## src/rtl/sram_arbiter.sv

```systemverilog
// Arbiter sharing one SRAM controller transaction port among display (0),
// camera (1) and UART (2) requesters, with timeout abort and anti-starvation.
module sram_arbiter #(
  parameter int AW           = 20,
  parameter int DW           = 32,
  parameter int TIMEOUT      = 64,
  parameter int STARVE_LIMIT = 4
) (
  input  logic          clk,
  input  logic          rst,
  input  logic [2:0]    req,
  input  logic [2:0]    we,
  input  logic [AW-1:0] addr0,
  input  logic [AW-1:0] addr1,
  input  logic [AW-1:0] addr2,
  input  logic [DW-1:0] wdata0,
  input  logic [DW-1:0] wdata1,
  input  logic [DW-1:0] wdata2,
  output logic [2:0]    ack,
  output logic          err,
  output logic [DW-1:0] rdata,
  output logic          busy,
  output logic [1:0]    grant_id,
  output logic          mem_read,
  output logic          mem_write,
  output logic [AW-1:0] mem_addr,
  output logic [DW-1:0] mem_wdata,
  input  logic          mem_done,
  input  logic [DW-1:0] mem_rdata
);
  localparam int TW = $clog2(TIMEOUT) + 1;
  localparam int SW = $clog2(STARVE_LIMIT + 1);

  typedef enum logic [1:0] {S_IDLE, S_BUSY, S_RECOVER} state_t;

  state_t        state_q, state_d;
  logic [TW-1:0] timer_q, timer_d;
  logic [SW-1:0] starve_cnt_q, starve_cnt_d;
  logic          rr_ptr_q, rr_ptr_d;  // 0: port 1 has round-robin priority, 1: port 2
  logic [2:0]    ack_q, ack_d;
  logic          err_q, err_d;
  logic [DW-1:0] rdata_q, rdata_d;
  logic [1:0]    grant_id_q, grant_id_d;
  logic          mem_read_q, mem_read_d;
  logic          mem_write_q, mem_write_d;
  logic [AW-1:0] mem_addr_q, mem_addr_d;
  logic [DW-1:0] mem_wdata_q, mem_wdata_d;

  logic [1:0]    win_id;
  logic          win_we;
  logic [AW-1:0] win_addr;
  logic [DW-1:0] win_wdata;

  function automatic logic [SW-1:0] sat_inc(input logic [SW-1:0] v);
    return (v >= SW'(STARVE_LIMIT)) ? v : v + SW'(1);
  endfunction

  always_comb begin
    win_id    = 2'd0;
    win_we    = we[0];
    win_addr  = addr0;
    win_wdata = wdata0;
    if (req[0] && (starve_cnt_q < SW'(STARVE_LIMIT))) begin
      win_id = 2'd0;
    end else if (req[1] || req[2]) begin
      if (!rr_ptr_q) win_id = req[1] ? 2'd1 : 2'd2;
      else           win_id = req[2] ? 2'd2 : 2'd1;
    end
    case (win_id)
      2'd1: begin win_we = we[1]; win_addr = addr1; win_wdata = wdata1; end
      2'd2: begin win_we = we[2]; win_addr = addr2; win_wdata = wdata2; end
      default: ;
    endcase
  end

  always_comb begin
    state_d      = state_q;
    timer_d      = timer_q;
    starve_cnt_d = starve_cnt_q;
    rr_ptr_d     = rr_ptr_q;
    ack_d        = 3'b000;
    err_d        = 1'b0;
    rdata_d      = rdata_q;
    grant_id_d   = grant_id_q;
    mem_read_d   = mem_read_q;
    mem_write_d  = mem_write_q;
    mem_addr_d   = mem_addr_q;
    mem_wdata_d  = mem_wdata_q;
    case (state_q)
      S_IDLE: begin
        if (req != 3'b000) begin
          grant_id_d  = win_id;
          mem_addr_d  = win_addr;
          mem_wdata_d = win_wdata;
          mem_read_d  = !win_we;
          mem_write_d = win_we;
          timer_d     = '0;
          state_d     = S_BUSY;
          if (win_id == 2'd0) begin
            starve_cnt_d = (req[2:1] != 2'b00) ? sat_inc(starve_cnt_q) : '0;
          end else begin
            starve_cnt_d = '0;
            rr_ptr_d     = (win_id == 2'd1);
          end
        end
      end
      S_BUSY: begin
        timer_d = timer_q + TW'(1);
        // A real completion wins over a timeout landing in the same cycle.
        if (mem_done) begin
          if (mem_read_q) rdata_d = mem_rdata;
          ack_d       = 3'b001 << grant_id_q;
          mem_read_d  = 1'b0;
          mem_write_d = 1'b0;
          timer_d     = '0;
          state_d     = S_RECOVER;
        end else if (timer_q == TW'(TIMEOUT - 1)) begin
          ack_d       = 3'b001 << grant_id_q;
          err_d       = 1'b1;
          mem_read_d  = 1'b0;
          mem_write_d = 1'b0;
          timer_d     = '0;
          state_d     = S_RECOVER;
        end
      end
      S_RECOVER: begin
        if (!mem_done) state_d = S_IDLE;
      end
      default: state_d = S_IDLE;
    endcase
  end

  always_ff @(posedge clk) begin
    if (!rst) begin
      state_q      <= S_IDLE;
      timer_q      <= '0;
      starve_cnt_q <= '0;
      rr_ptr_q     <= 1'b0;
      ack_q        <= 3'b000;
      err_q        <= 1'b0;
      rdata_q      <= '0;
      grant_id_q   <= 2'd0;
      mem_read_q   <= 1'b0;
      mem_write_q  <= 1'b0;
      mem_addr_q   <= '0;
      mem_wdata_q  <= '0;
    end else begin
      state_q      <= state_d;
      timer_q      <= timer_d;
      starve_cnt_q <= starve_cnt_d;
      rr_ptr_q     <= rr_ptr_d;
      ack_q        <= ack_d;
      err_q        <= err_d;
      rdata_q      <= rdata_d;
      grant_id_q   <= grant_id_d;
      mem_read_q   <= mem_read_d;
      mem_write_q  <= mem_write_d;
      mem_addr_q   <= mem_addr_d;
      mem_wdata_q  <= mem_wdata_d;
    end
  end

  assign ack       = ack_q;
  assign err       = err_q;
  assign rdata     = rdata_q;
  assign busy      = (state_q != S_IDLE);
  assign grant_id  = grant_id_q;
  assign mem_read  = mem_read_q;
  assign mem_write = mem_write_q;
  assign mem_addr  = mem_addr_q;
  assign mem_wdata = mem_wdata_q;
endmodule

```

## config.mk

```make
export PLATFORM = sky130hd
export DESIGN_NAME = sram_arbiter
export DESIGN_NICKNAME = d
export VERILOG_FILES = /design/src/rtl/sram_arbiter.sv
export SDC_FILE = /design/constraint.sdc
export NUM_CORES = 1
export LEC_CHECK = 0
export CAP_MARGIN = 10
export CORE_ASPECT_RATIO = 0.5
export CORE_MARGIN = 1.5
export CORE_UTILIZATION = 30
export CTS_CLUSTER_SIZE = 24
export DETAILED_ROUTE_END_ITERATION = 8
export PLACE_DENSITY = 0.7
export SYNTH_ARGS = -nofsm -noshare
export SYNTH_HDL_FRONTEND = slang
export SYNTH_SLANG_ARGS = --single-unit
```

## constraint.sdc

```tcl
create_clock -name clk -period 2.3 [get_ports clk]
set_input_delay 0.575 -clock clk [delete_from_list [all_inputs] [get_ports clk]]
set_output_delay 0.575 -clock clk [all_outputs]
set_load 0.01 [all_outputs]
```

==> summary.txt <==
Global routing
  • Vias in the first global route: 5,139
  • Largest net degree at the start of global routing: 61
  • First-pass GRT wire length: 28.3 mm
  • GRT Total Usage: about 22%
  • Gr ovfl total: 0
  • Initial antenna violation count: 0

Clocking
  • CTS Sinks: between 100 and 150
  • H-tree levels: 3
  • Clock Latency Late Sink: 350 ps
  • Clock buffer depth: 2
  • CTS Root Cell: clkbuf_16
  • Num CTS Buffers: 9
  • Clock-pin slew of the registers on the worst-case setup and hold paths: roughly 80 ps
  • Post-CTS Hold Buffers: 0
  • CTS tree: yes

Timing
  • Slew Viols, Final: 0
  • Fmax: 453 MHz
  • Final worst-path cycle share: 95.9%
  • Measured slew at the worst slew-check pin: around 370 ps
  • Post-Route Setup TNS: 0 ps
  • Post-route worst setup slack: roughly 94 ps
  • Worst Hold Slack: ~450 ps
  • Fin. Hold Viols: 0
  • Relative slew slack: between 70% and 80%
  • Setup Skew: 8.63 ps
  • RSZ-0062 raised after global routing: false
  • Final setup fails: 0
  • Min cycle time layout: around 2200 ps

Drt
  • Residual DRC: 0
  • Vias per inst: 4.93
  • Iter 0 DRT Violations: around 340
  • Drt wl/cell: roughly 17 um
  • Via count: approximately 5,400
  • Drt total wl: between 15 and 20 mm
  • Drt pass-1 iters: 5
  • Antenna Nets Post-Route: 0

Synth
  • Top cells by area, synth: dfxtp_1 44%, nand2_1 14%, a21oi_1 9.5%
  • Syn Inst Count: approximately 610
  • Async S/R FF share, synth: 0%
  • Ys flop type: dfxtp_1
  • Synth area leader: dfxtp_1
  • Seq/Total Area, Yosys: between 40% and 50%
  • Synthesized cell area: ~4800 sq um
  • Count of different cell masters after synthesis: between 40 and 50
  • Post-synth top area share: between 40% and 50%
  • Syn nets: 809
  • Syn avg cell area: 7.85 sq um
  • FF+latch count, synth: approximately 110
  • EDFF count, synth: 0
  • Ys Warns: 0

Setup path
  • CP startpoint kind: register
  • CP Capture Type: output pin
  • Critical Path Max Stage Delay: 560 ps
  • Crit Path Class: reg -> out
  • Worst path cell trace: or2_4 -> clkdlybuf4s50_1
  • Slowest-stage cell, CP: clkdlybuf4s50_1
  • Crit-path max FO: 8
  • CP required: between 1500 and 2000 ps
  • CP Data Arrival Time: ~1600 ps

Floorplanning
  • Rows: 32
  • Core Area: ~15,000 sq um
  • IO Pins: 290
  • Die height: just over 90 um
  • Die X: around 180 um
  • Starting Density: around 31%
  • Die area: ~17,000 sq um

Finish
  • Seq. cell area: between 2000 and 2500 sq um
  • Antenna cells: 0
  • Final nets: 1,081
  • Most frequent cells in the layout: 289 x clkdlybuf4s50_1, 176 x nand2_1, 105 x dfxtp_1
  • Most common cell after layout, fill and taps aside: clkdlybuf4s50_1
  • Layout fillers: ~1,400
  • Post-Route Utilization: approximately 54%
  • Area growth syn-to-layout: 74.3%
  • Multi-input logic area: 2420 sq um
  • Share of cells above drive strength 1: under 10%

Power and ir drop
  • Peak VDD IR: 0.384 mV
  • Internal power: 3.46 mW
  • Clock power frac: 31.7%
  • P per Cell Area: ~590 nW/um^2
  • Sequential share of power: 41.1%
  • Net switching power: 1.44 mW
  • Combinational Power Share: a little over a quarter
  • Leak Pwr: between 2 and 3 nW
  • Power Total: roughly 5 mW
  • Switching Fraction: ~29%

Placed design
  • Gpl congestion: 0.929
  • I/O Buffers: ~290
  • Worst slack, placed: -225 ps
  • Post-DP HPWL: around 14 mm

Job
  • Maxcap violations: 0

Hold path
  • Worst min path class: reg -> reg

Status
  • Status: completed
repair_timing:
item                                    in CTS  in global routing
cloned                                       0                  1
gates resized for setup                      1                  1
endpoints found under the setup margin       1                  4
buffers inserted                             0                  0
final timing paths:
| kind | from | to | slack (ps) | cells after the start |
|---|---|---|---|---|
| max | state_q[1] | busy | 90 | 2 |
| min | mem_wdata[6] | mem_wdata[6] | 450 | 2 |
| max reg2reg | starve_cnt_q[2] | starve_cnt_q[0] | 360 | 8 |
| min reg2reg | mem_wdata[6] | mem_wdata[6] | 450 | 2 |
layer usage:
layer  vias to the layer above  GRT usage, %  wire length [um]
met4                         0          6.88               457
met1                      2525          27.6              8180
li1                       2668             -                 -
met2                       131          37.0              9200
met3                        39          4.13               780
met5                         -             0                 0
power groups by stage:
| stage | Sequential [mW] | Combinational, mW | Clock [mW] |
|---|---|---|---|
| floorplan | 2.10 | 0.494 | 0 |
| global placement | 2.05 | 1.31 | 0 |
| detailed placement | 2.06 | 1.32 | 0 |
| CTS | 2.02 | 1.33 | 1.60 |
| global route | 2.03 | 1.44 | 1.67 |
| finish | 2.02 | 1.33 | 1.55 |
state kept, by name, indices dropped and copies added (netlist names):
signal        count
state_q           2
grant_id          2
mem_write         1
rdata            32
timer_q           7
mem_read          1
mem_wdata        32
mem_addr         20
rr_ptr_q          1
err               1
starve_cnt_q      3
ack               3
area by class of cell:
| type | instances | area share [%] |
|---|---|---|
| repair buffers | 317 | 38.8 |
| well taps | 204 | 3.07 |
| clock buffers | 9 | 2.71 |
| flip-flops and latches | 105 | 25.3 |
| clock inverters | 7 | 0.814 |
| inverters | 4 | 0.181 |
| multi-input cells | 442 | 29.1 |
synthesized netlist by cell type (2+ instances only):
| master | instances |
|---|---|
| o211ai_1 | 51 |
| ha_1 | 5 |
| nor3_1 | 5 |
| nor4_2 | 2 |
| mux2i_1 | 2 |
| buf_2 | 10 |
| nor2_1 | 17 |
| o21ai_0 | 2 |
| clkbuf_1 | 38 |
| and3_1 | 2 |
| nand3_1 | 4 |
| buf_6 | 5 |
| buf_1 | 2 |
| nand2_1 | 176 |
| dfxtp_1 | 105 |
| a22oi_1 | 53 |
| nand2b_1 | 2 |
| o21a_1 | 3 |
| nor3b_1 | 4 |
| or2_1 | 2 |
| a21oi_1 | 90 |
| inv_1 | 4 |
| nand4b_1 | 2 |
| xnor2_1 | 4 |
cell families after synthesis:
| kind of cell | share of synthesized area (%) |
|---|---|
| fa+ha+maj | 1.31 |
| buf+inv | 5.86 |
| simple gates | 19.6 |
| flops | 44.1 |
| mux | 0.420 |
| compound gates | 27.7 |
| xor+xnor | 0.920 |
per-stage QoR:
stage	std cells	cell area [sq um]
floorplan	607	4760
global placement	1071	7970
detailed placement	1071	7970
CTS	1087	8270
global route	1088	8300
finish	1088	8300
worst max-delay path, delay by kind of cell, from the launching register on:
kind                   cells  cell delay (ps)
AND/OR/NAND/NOR            1              230
flip-flops                 1              480
buffers and inverters      1              560
Power figures use the tool's default switching activity.
